$ cat config.mk
export PLATFORM = sky130hd
export DESIGN_NAME = seq_mag_comp
export DESIGN_NICKNAME = d
export VERILOG_FILES = /design/src/rtl/seq_mag_comp.sv
export SDC_FILE = /design/constraint.sdc
export NUM_CORES = 1
export LEC_CHECK = 0
export ABC_AREA = 0
export BUFFER_PORTS_ARGS = -buffer_cell sky130_fd_sc_hd__buf_2
export CORE_ASPECT_RATIO = 0.7
export CORE_MARGIN = 8
export CORE_UTILIZATION = 35
export CTS_CLUSTER_SIZE = 25
export DETAILED_ROUTE_END_ITERATION = 8
export PLACE_DENSITY = 0.67
export SKIP_LAST_GASP = 1
export SYNTH_ARGS = -nofsm -noshare
export SYNTH_HDL_FRONTEND = slang
export SYNTH_SLANG_ARGS = --single-unit
$ cat constraint.sdc
create_clock -name clk -period 4.55 [get_ports clk]
set_clock_uncertainty 0.1 [all_clocks]
set_input_delay 0 -clock clk [delete_from_list [all_inputs] [get_ports clk]]
set_output_delay 0 -clock clk [all_outputs]
set_load 0.01 [all_outputs]
$ cat src/rtl/seq_mag_comp.sv
// ---------------------------------------------------------------------------
// seq_mag_comp
//
// Bit-serial magnitude comparator. Two W-bit operands are compared MSB-first,
// one bit per clock, and the scan stops at the first bit where they differ.
// Supports unsigned and two's-complement compare, plus one predicate output
// chosen from EQ / GT / LT / GE.
//
// Handshake: start is accepted on any rising edge where busy=0. x, y,
// signed_en and mode are captured on that same edge. done is a one-cycle
// pulse and the result appears together with it. busy is already low in the
// done cycle, so a new start may be presented there. There is no
// backpressure. gt/eq/lt/z hold the last result until the next done.
//
// Ports:
//   clk        rising-edge clock
//   rst        asynchronous reset, active-high
//   start      compare request, ignored while busy=1
//   x, y       operands A and B, W bits each
//   signed_en  1 = two's-complement compare, 0 = unsigned
//   mode       predicate select: 00 EQ, 01 GT, 10 LT, 11 GE
//   busy       high while a compare is being scanned
//   done       one-cycle pulse, result valid
//   gt/eq/lt   registered relation of x to y
//   z          registered selected predicate
//
// The FSM state is held in the signal "state" (type state_t) so that
// checkers can bind to it.
// ---------------------------------------------------------------------------
module seq_mag_comp #(
    parameter int W    = 8,
    parameter int IDXW = $clog2(W)
) (
    input  logic         clk,
    input  logic         rst,
    input  logic         start,
    input  logic [W-1:0] x,
    input  logic [W-1:0] y,
    input  logic         signed_en,
    input  logic [1:0]   mode,
    output logic         busy,
    output logic         done,
    output logic         gt,
    output logic         eq,
    output logic         lt,
    output logic         z
);

    typedef enum logic {
        IDLE = 1'b0,
        SCAN = 1'b1
    } state_t;

    localparam logic [IDXW-1:0] IDX_MSB = IDXW'(W - 1);

    state_t          state, state_nx;
    logic [W-1:0]    xa, xa_nx;
    logic [W-1:0]    ya, ya_nx;
    logic            sgn, sgn_nx;
    logic [1:0]      md, md_nx;
    logic [IDXW-1:0] idx, idx_nx;
    logic            done_nx, gt_nx, eq_nx, lt_nx, z_nx;

    logic            bit_x, bit_y;
    logic            x_wins;

    // Predicate select applied to a freshly computed relation.
    function automatic logic pick(input logic [1:0] m, input logic g,
                                  input logic e, input logic l);
        case (m)
            2'b00:   pick = e;
            2'b01:   pick = g;
            2'b10:   pick = l;
            default: pick = g | e;
        endcase
    endfunction

    assign busy = (state == SCAN);

    always_ff @(posedge clk or posedge rst) begin
        if (rst) begin
            state <= IDLE;
            xa    <= '0;
            ya    <= '0;
            sgn   <= 1'b0;
            md    <= 2'b00;
            idx   <= '0;
            done  <= 1'b0;
            gt    <= 1'b0;
            eq    <= 1'b0;
            lt    <= 1'b0;
            z     <= 1'b0;
        end else begin
            state <= state_nx;
            xa    <= xa_nx;
            ya    <= ya_nx;
            sgn   <= sgn_nx;
            md    <= md_nx;
            idx   <= idx_nx;
            done  <= done_nx;
            gt    <= gt_nx;
            eq    <= eq_nx;
            lt    <= lt_nx;
            z     <= z_nx;
        end
    end

    always_comb begin
        state_nx = state;
        xa_nx    = xa;
        ya_nx    = ya;
        sgn_nx   = sgn;
        md_nx    = md;
        idx_nx   = idx;
        done_nx  = 1'b0;  // done only ever lasts one cycle
        gt_nx    = gt;
        eq_nx    = eq;
        lt_nx    = lt;
        z_nx     = z;

        bit_x = xa[idx];
        bit_y = ya[idx];
        // A differing sign bit means the operand with the 1 is negative,
        // so in signed mode the winner at the MSB is the one holding a 0.
        x_wins = (sgn && (idx == IDX_MSB)) ? bit_y : bit_x;

        case (state)
            IDLE: begin
                if (start) begin
                    xa_nx    = x;
                    ya_nx    = y;
                    sgn_nx   = signed_en;
                    md_nx    = mode;
                    idx_nx   = IDX_MSB;
                    state_nx = SCAN;
                end
            end
            SCAN: begin
                if (bit_x != bit_y) begin
                    gt_nx    = x_wins;
                    lt_nx    = ~x_wins;
                    eq_nx    = 1'b0;
                    z_nx     = pick(md, x_wins, 1'b0, ~x_wins);
                    done_nx  = 1'b1;
                    state_nx = IDLE;
                end else if (idx == '0) begin
                    gt_nx    = 1'b0;
                    lt_nx    = 1'b0;
                    eq_nx    = 1'b1;
                    z_nx     = pick(md, 1'b0, 1'b1, 1'b0);
                    done_nx  = 1'b1;
                    state_nx = IDLE;
                end else begin
                    idx_nx = idx - 1'b1;
                end
            end
            default: state_nx = IDLE;
        endcase
    end

endmodule

Word-level counts from Yosys, hierarchy flattened
Cells that the tools add are included.
W data, S select, Z words.
{"block": "classes", "addsub": 1, "n_lt_le_gt_ge": 1, "eq_ne": 7, "muxes": 25, "bitwise_logic": 2, "reduce_logical": 8}
{"operator": "$mux W1", "count": 17}
{"operator": "$mux W3", "count": 3}
{"operator": "$bmux W1 S3", "count": 2}
{"operator": "$ne A2 B2 Y1 const B", "count": 3}
{"operator": "$pmux W3 S2", "count": 1}
{"operator": "$lt A3 B4 Y1 const B", "count": 1}
{"operator": "$pmux W1 S2", "count": 2}
{"operator": "$reduce_and A2 Y1", "count": 2}
{"operator": "$eq A3 B3 Y1 const B", "count": 1}
{"operator": "$logic_not A3 Y1", "count": 1}
{"operator": "$reduce_and A3 Y1", "count": 1}
{"operator": "$sub A3 B1 Y3 const B", "count": 1}
{"operator": "$eq A2 B1 Y1 const B", "count": 1}
{"operator": "$eq A2 B2 Y1 const B", "count": 1}
{"operator": "$logic_not A2 Y1", "count": 1}
{"operator": "$not A1 Y1", "count": 2}
{"operator": "$reduce_bool A2 Y1", "count": 1}
{"operator": "$reduce_or A2 Y1", "count": 1}
{"operator": "$logic_and A1 B1 Y1", "count": 1}
{"operator": "$ne A1 B1 Y1", "count": 1}
{"block": "word_totals", "register_bits": 28, "input_bits": 22, "out_inout_bits": 6, "wordCells": 55}

Longest topological paths before layout
Gate-level depths: netlist of the first run.
{"block": "depth", "word_depth": 6, "ltp_mapped": 6, "depth_no_buf": 6}

Worst setup path before layout of the first run
OpenSTA, ideal clock, no wires.
{"block": "synth_path", "kind": "reg2reg", "start": "reg idx[0]", "end": "reg lt", "setup_ns": 0.125, "arrival_ns": 1.995, "slack_ns": 2.329, "path_stages_with_launch": 7, "cell_sequence": "dfrtp_1 -> buf_6 -> mux4_2 -> mux2i_4 -> xor2_4 -> nand2b_4 -> mux2_4"}
{"block": "synth_between", "elab_chain_cells": 5, "word_cells_on_any_way": 13}
{"element": "start: declaration", "line_no": "61", "rtl": "logic [IDXW-1:0] idx, idx_nx;"}
{"element": "start signal: assignment", "line_no": "99", "rtl": "idx <= idx_nx;"}
{"element": "$bmux W1 S3, or another cell as far along", "line_no": "121", "rtl": "bit_x = xa[idx];"}
{"element": "$mux W1 (implied by the code), or another cell as far along", "line_no": "121"}
{"element": "$ne A1 B1 Y1 or $mux W1 (tied branches)", "line_no": "139, 125"}
{"element": "$reduce_bool A2 Y1 (no line) or $not A1 Y1 (tied branches)"}
{"element": "$reduce_and A2 Y1 (no line) or $mux W1 (tied branches)"}
{"element": "end signal: assignment", "line_no": "103", "rtl": "lt <= lt_nx;"}
{"element": "end: declaration", "line_no": "45", "rtl": "output logic lt,"}
Parallel ways exist; a longest one is shown, timed or not. The select of a mux whose other input is x is not followed.
A chain may end at the register's enable or synchronous reset.

Worst setup path after layout of the first run
Ends and elaborated chain as after synthesis.

==> results of run 1 <==
==> cells in the final DEF, fill, tap and decap left out, types with 2 or more instances in the layout <==
| cell type | count |
|---|---|
| dfrtp_1 | 28 |
| buf_2 | 27 |
| dlygate4sd3_1 | 21 |
| mux2_2 | 17 |
| inv_1 | 6 |
| nand2_1 | 5 |
| ha_1 | 5 |
| mux4_2 | 4 |
| nor2_1 | 3 |
| a21oi_1 | 3 |
| nand4_1 | 3 |
| o21ai_0 | 3 |
| clkbuf_8 | 3 |
| mux2_4 | 2 |
| o21ai_1 | 2 |
| o311a_1 | 2 |
==> cell families after synthesis <==
group,after synthesis,synth area share
flops,28,0.488
buf+inv,12,0.0401
simple gates,19,0.0750
xor+xnor,1,0.0192
fa+ha+maj,5,0.0436
compound gates,18,0.0942
mux,25,0.240
==> per-layer routing <==
layer  share of wire  vias to the layer above  routed length (um)
met5               0                        -                   0
met4          0.0035                        0                  10
met3           0.072                        2                 209
met2            0.43                       33                1240
met1            0.49                      504                1430
li1                -                      485                   -
==> worst max path at each step <==
stage | from | to | slack [ns] | cells after the start
after global routing | idx[0]$_DFFE_PP0P_ | lt$_DFFE_PP0P_ | 1.91 | 5
final | idx[0]$_DFFE_PP0P_ | lt$_DFFE_PP0P_ | 2.07 | 5
after detailed placement | idx[0]$_DFFE_PP0P_ | lt$_DFFE_PP0P_ | 2.09 | 5
after global placement | idx[0]$_DFFE_PP0P_ | lt$_DFFE_PP0P_ | 2.14 | 5
after CTS | idx[0]$_DFFE_PP0P_ | lt$_DFFE_PP0P_ | 2.07 | 5
after floorplan | idx[0]$_DFFE_PP0P_ | lt$_DFFE_PP0P_ | 2.33 | 6
==> final cells by class <==
type	instances	area, sq um
Timing Repair Buffer	49	353
Tap cell	52	65.1
Clock buffer	3	41.3
Inverter	6	22.5
Fill cell	360	2060
Sequential cell	28	701
Multi-Input combinational cell	68	677
==> report_power, final <==
group	switching, mW	internal (mW)
sequential	0.0909	0.368
clock	0.0706	0.0593
combinational	0.293	0.342
==> repair_timing <==
item / 4_1_cts / 5_1_grt
buffers inserted: 0 / 0
endpoints found under the setup margin: 0 / 0
endpoints found under the hold margin: 49 / 0
hold buffers: 21 / 0
==> state kept, by name (all words and copies together), names as in the netlist <==
name / count
eq: 1
md: 2
xa: 8
gt: 1
sgn: 1
lt: 1
idx: 3
busy: 1
done: 1
ya: 8
z: 1
==> synth_stat cells (2+ instances only) <==
| cell | instances | share of area |
|---|---|---|
| clkbuf_1 | 3 | 0.0078 |
| o311a_1 | 2 | 0.014 |
| o21ai_1 | 2 | 0.0070 |
| mux2_2 | 17 | 0.13 |
| ha_1 | 5 | 0.044 |
| mux4_2 | 4 | 0.063 |
| a21oi_1 | 3 | 0.010 |
| mux2_4 | 2 | 0.021 |
| nand4_1 | 3 | 0.013 |
| nor2_1 | 3 | 0.0078 |
| nand2_1 | 5 | 0.013 |
| inv_1 | 6 | 0.016 |
| dfrtp_1 | 28 | 0.49 |
| o21ai_0 | 3 | 0.010 |
==> through the flow <==
| stage | power (mW) | hold slack, ns | util | worst slack, ns | cell area, sq um |
|---|---|---|---|---|---|
| after floorplan | 0.965 | -0.0346 | - | 2.33 | 1440 |
| after global placement | 1.06 | 0.111 | 0.410 | 2.14 | 1610 |
| after detailed placement | 1.08 | 0.121 | 0.410 | 2.09 | 1610 |
| after CTS | 1.23 | 0.368 | 0.474 | 2.07 | 1860 |
| after global routing | 1.32 | 0.387 | 0.474 | 1.91 | 1860 |
| final | 1.22 | 0.375 | 0.474 | 2.07 | 1860 |
==> worst reg2reg max path: stages (launching register included) <==
cell and delay (ns):
dfrtp_1 0.59, mux4_2 0.59, mux2i_4 0.28, xor2_4 0.31, nand2b_4 0.21, mux2_4 0.30
==> results.md, run 1 <==
* Sum Neg Setup Slack at 0 ns
* CTS buffer count at 3
* Slew Viols, Final at 0
* Post-Syn Nets at 135
* R2r worst-path depth at 5
* FMAX at 0.403 GHz
* Crit. End Element: register
* Critical-path cell list: mux4_2, mux2i_4, xor2_4, nand2b_4, mux2_4
* Hold Crit Start: mode[0]
* Hold Path Depth at 4
* Post-synth EDFFs at 0
* Row count at 19
* ANT nets after route at 0
* CTS tree: done
* Via Count at 1024
* Pwr/cell area at 659 nW/um^2
* Post-layout min period at roughly 2.5 ns
* Chip width at 92.5 um
* Worst hold path type: primary input to register
* Status: completed
* RSZ-0062 raised after global routing: false
* Reg-to-reg critical path endpoint: lt$_DFFE_PP0P_
* CP max stage cell: dfrtp_1
* Seq/Total Area, Yosys at 0.488
* Buffers on Ports at 27
* Met1 Usage GRT at 0.125
* Root Driver: clkbuf_8
* Gpl congestion at 0.796
* Bufs on Longest Clock Path at 2
* Fin. Hold Viols at 0
* Final setup violating endpoints at 0
* IO Count at 28
* Yosys reg bits at 28
* Initial antenna violation count at 0
* Met2 GRT Util at 0.138
* Cell family contributing the most delay on the critical path: multiplexers
* N_diodes at 0
* Met3 global-route usage at 0.0411
* Share of layout cells above drive strength 1 at 0.377
* Core Footprint at 3920 sq um
* Ys Warns at 0
* Drt drc at 0
* Initial core utilization at 0.366
* Crit share post-route at 0.546
* Maximum vdd drop at 0.265 mV
* Normalized max-slew margin at 0.321
* Syn avg cell area at 13.3 sq um
* CP max stage delay at 0.59 ns
* Hold EP: md[0]$_DFFE_PP0P_
* GRT Max-Usage Layer: met2
* Worst Path Arrival at 2.55 ns
* DR vias/cell at between 4 and 5
* Yosys cell types at 36
* Post-synth top flop: dfrtp_1
* CP bufs+invs at 0
* Mapped Area at 1440 sq um
* CP Max Fanout at 10
* Post-synthesis instance total at 108
* Die area at 6440 sq um
* Flop2flop setup slack at 2.07 ns
* Vias in the first global route at ~1100
* Placed Cells incl. Taps at 182
* Post-cts sizing count at 0
* Leakage power at slightly above 0.8 nW
* Crit path required time at 4.61 ns
* Grt total ovfl at 0
* CTS H-tree lvls at 1
* Clock network latency to the later pin of the worst-skew pair at 0.27 ns
* Drt pass-1 iters at 4
* Max Cap Viol at 0
* Startpoint Class: register
* Area growth syn-to-layout at 29.6%
* Gr usage total at 0.0940
* First-pass GRT wire length at ~5000 um
* First-iteration detailed-routing DRC count at 31
* NumNets Final at ~180
* Post-route insts no fill at 206
* DPL Wire Length at between 2000 and 2500 um
* WL final at 2890 um
* Worst-path clk slew at ~0.09 ns
* Pin count of the biggest net entering global routing at 29
* Worst-Margin Slew at roughly 1 ns
* Wire length per cell at 14.0 um
* Launch point of the worst reg-to-reg path: idx[0]$_DFFE_PP0P_
* Die height at around 70 um
* Async S/R FF share, synth at 1.00
* Worst Setup Path Type: register to register
* CTS sink cnt at 28
Note: power is estimated with default switching activity, not from simulation.
==> run 2: changes to the inputs <==
--- a/config.mk
+++ b/config.mk
@@ -12,7 +12,7 @@
 export CORE_UTILIZATION = 35
 export CTS_CLUSTER_SIZE = 25
 export DETAILED_ROUTE_END_ITERATION = 8
-export PLACE_DENSITY = 0.67
+export PLACE_DENSITY = 0.69
 export SKIP_LAST_GASP = 1
 export SYNTH_ARGS = -nofsm -noshare
 export SYNTH_HDL_FRONTEND = slang
==> constraint.sdc (replaced) <==
create_clock -name clk -period 2 [get_ports clk]
set_clock_uncertainty 0.1 [all_clocks]
set_input_delay 0 -clock clk [delete_from_list [all_inputs] [get_ports clk]]
set_output_delay 0 -clock clk [all_outputs]
set_load 0.01 [all_outputs]
==> results.md, run 2 (synthesis results as in run 1) <==
* Status: finished with violations (was completed)
* Failing checks: setup timing
* CTS H-tree lvls at 1 (unchanged)
* CTS sink cnt at 28 (unchanged)
* Final setup violating endpoints at 9 (was 0)
* Net Sw Frac at 0.347 (was 0.371)
* Startpoint Class: register (unchanged)
* Buffers on Ports at 27 (unchanged)
* IO Count at 28 (unchanged)
* Flop2flop setup slack at -0.17 ns (was 2.07 ns)
* Die area at 6440 sq um (unchanged)
* WL final at 3230 um (was 2890 um)
* FMAX at 0.460 GHz (was 0.403 GHz)
* Reg-to-reg critical path endpoint: lt$_DFFE_PP0P_ (unchanged)
* NumNets Final at 195 (was 183)
* Core Footprint at 3920 sq um (unchanged)
* Crit path required time at 2.07 ns (was 4.61 ns)
* ANT nets after route at 0 (unchanged)
* N_diodes at 0 (unchanged)
* Drt pass-1 iters at 4 (unchanged)
* Setup ws final at -0.175 ns (was 2.07 ns)
* Crit. End Element: register (unchanged)
* Share of layout cells above drive strength 1 at 0.443 (was 0.377)
* NetSw at 1.16 mW (was 455 uW)
* Placed Cells incl. Taps at 193 (was 182)
* Slew Viols, Final at 0 (unchanged)
* Vias in the first global route at 1199 (was 1065)
* Crit share post-route at 1.09 (was 0.546)
* Worst Path Arrival at 2.24 ns (was 2.55 ns)
* Launch point of the worst reg-to-reg path: idx[0]$_DFFE_PP0P_ (unchanged)
* Fin. Hold Viols at 0 (unchanged)
* CP Max Fanout at 5 (was 10)
* Pwr/cell area at 1670 nW/um^2 (was 659 nW/um^2)
* Worst-path clk slew at 0.10 ns (was 0.09 ns)
* RSZ-0062 raised after global routing: true (was false)
* DPL Wire Length at 2340 um (was 2170 um)
* Initial core utilization at 0.366 (unchanged)
* Clock network latency to the later pin of the worst-skew pair at 0.28 ns (was 0.27 ns)
* Most frequent cells in the layout: 27 x dfrtp_1, 27 x buf_2, 21 x dlygate4sd3_1, 17 x mux2_2, 10 x buf_4 (was 28 x dfrtp_1, 27 x buf_2, 21 x dlygate4sd3_1, 17 x mux2_2, 6 x inv_1)
* CTS tree: done (unchanged)
* Die height at 69.6 um (unchanged)
* Via Count at 1058 (was 1024)
* CP max stage delay at 0.51 ns (was 0.59 ns)
* Max Cap Viol at 0 (unchanged)
* First-pass GRT wire length at 5690 um (was 4980 um)
* DR vias/cell at 4.83 (was 4.97)
* Critical-path cell list: mux4_2, mux2_4, xor2_4, nand2b_4, mux2_4 (was mux4_2, mux2i_4, xor2_4, nand2b_4, mux2_4)
* Cell family contributing the most delay on the critical path: multiplexers (unchanged)
* Maximum vdd drop at 0.679 mV (was 0.265 mV)
* Chip width at 92.5 um (unchanged)
* Gpl congestion at 0.807 (was 0.796)
* Area growth syn-to-layout at 40.1% (was 29.6%)
* Clock network fraction of design power at 0.133 (was 0.106)
* Initial antenna violation count at 0 (unchanged)
* CP bufs+invs at 0 (unchanged)
* Wire length per cell at 14.8 um (was 14.0 um)
* Sequential power share at 0.304 (was 0.375)
* R2r worst-path depth at 5 (unchanged)
* Grt total ovfl at 0 (unchanged)
* CTS buffer count at 3 (unchanged)
* Drt drc at 0 (unchanged)
* Biggest registers after layout: xa (8), ya (8), idx (3) (unchanged)
* Gr usage total at 0.109 (was 0.0940)
* Normalized max-slew margin at 0.742 (was 0.321)
* Worst hold path type: primary input to asynchronous set/reset pin (was primary input to register)
* Worst-Margin Slew at 0.387 ns (was 1.02 ns)
* Bufs on Longest Clock Path at 2 (unchanged)
* Post-layout min period at 2.17 ns (was 2.48 ns)
* Gate power share at 0.563 (was 0.519)
* Worst Setup Path Type: register to register (unchanged)
* Power Total at 3.35 mW (was 1.22 mW)
* Leakage power at 0.912 nW (was 0.831 nW)
* Pre-CTS setup slack at -0.292 ns (was 2.09 ns)
* First-iteration detailed-routing DRC count at 30 (was 31)
* Post-route insts no fill at 219 (was 206)
* Root Driver: clkbuf_8 (unchanged)
* Most common cell on crit path: mux2_4
* Row count at 19 (unchanged)
* Pin count of the biggest net entering global routing at 29 (unchanged)
* CP max stage cell: mux4_2 (was dfrtp_1)
* Pint at 2.19 mW (was 770 uW)
[run 2: what timing repair did]
item                                    4_1_cts  5_1_grt
hold buffers                                 21        0
endpoints found under the setup margin        9        9
gates resized for setup                       5        1
endpoints found under the hold margin        49        0
setup buffers                                 1        0
[run 2: final cells by class]
cell class / count / area (sq um)
Multi-Input combinational cell: 68 / 687
Clock inverter: 1 / 30.0
Timing Repair Buffer: 61 / 463
Inverter: 6 / 22.5
Tap cell: 52 / 65.1
Fill cell: 347 / 1910
Sequential cell: 28 / 702
Clock buffer: 3 / 41.3
[run 2: power groups by stage]
| stage | Sequential (mW) | Clock, mW | Combinational, mW |
|---|---|---|---|
| 2_1_floorplan | 0.969 | 0 | 1.23 |
| 3_3_place_gp | 1.03 | 0 | 1.65 |
| 3_5_place_dp | 1.03 | 0 | 1.73 |
| 4_1_cts | 1.02 | 0.464 | 1.87 |
| 5_1_grt | 1.06 | 0.482 | 2.05 |
| 6_report | 1.02 | 0.447 | 1.89 |
[run 2: worst max-delay path by stage]
stage	from	endpoint	cells after the start
floorplan	idx[0]$_DFFE_PP0P_	lt$_DFFE_PP0P_	6
global placement	idx[0]$_DFFE_PP0P_	z$_DFFE_PP0P_	6
detailed placement	idx[0]$_DFFE_PP0P_	z$_DFFE_PP0P_	6
CTS	idx[0]$_DFFE_PP0P_	idx[1]$_DFFE_PP0P_	6
global route	idx[0]$_DFFE_PP0P_	lt$_DFFE_PP0P_	5
finish	idx[0]$_DFFE_PP0P_	lt$_DFFE_PP0P_	5
[run 2: layer usage]
layer / GRT usage / wire length [um] / up-vias
li1: - / - / 511
met1: 0.135 / 1510 / 518
met2: 0.176 / 1510 / 25
met3: 0.0432 / 187 / 4
met4: 0.0214 / 31 / 0
met5: 0 / 0 / -
[run 2: tightest hold or removal path: cells and delay by family]
family | cells | cell delay (ns)
buffers and inverters | 4 | 1.00
[run 2: metrics by stage]
stage,util,area (sq um),hold WS [ns],setup TNS [ns]
finish,0.513,2010,0.206,-0.978
global route,0.513,2010,0.261,-1.88
CTS,0.512,2010,0.213,-1.02
detailed placement,0.434,1700,-0.0193,-1.75
global placement,0.434,1700,-0.0270,-1.08
floorplan,-,1440,-0.0346,-0.468
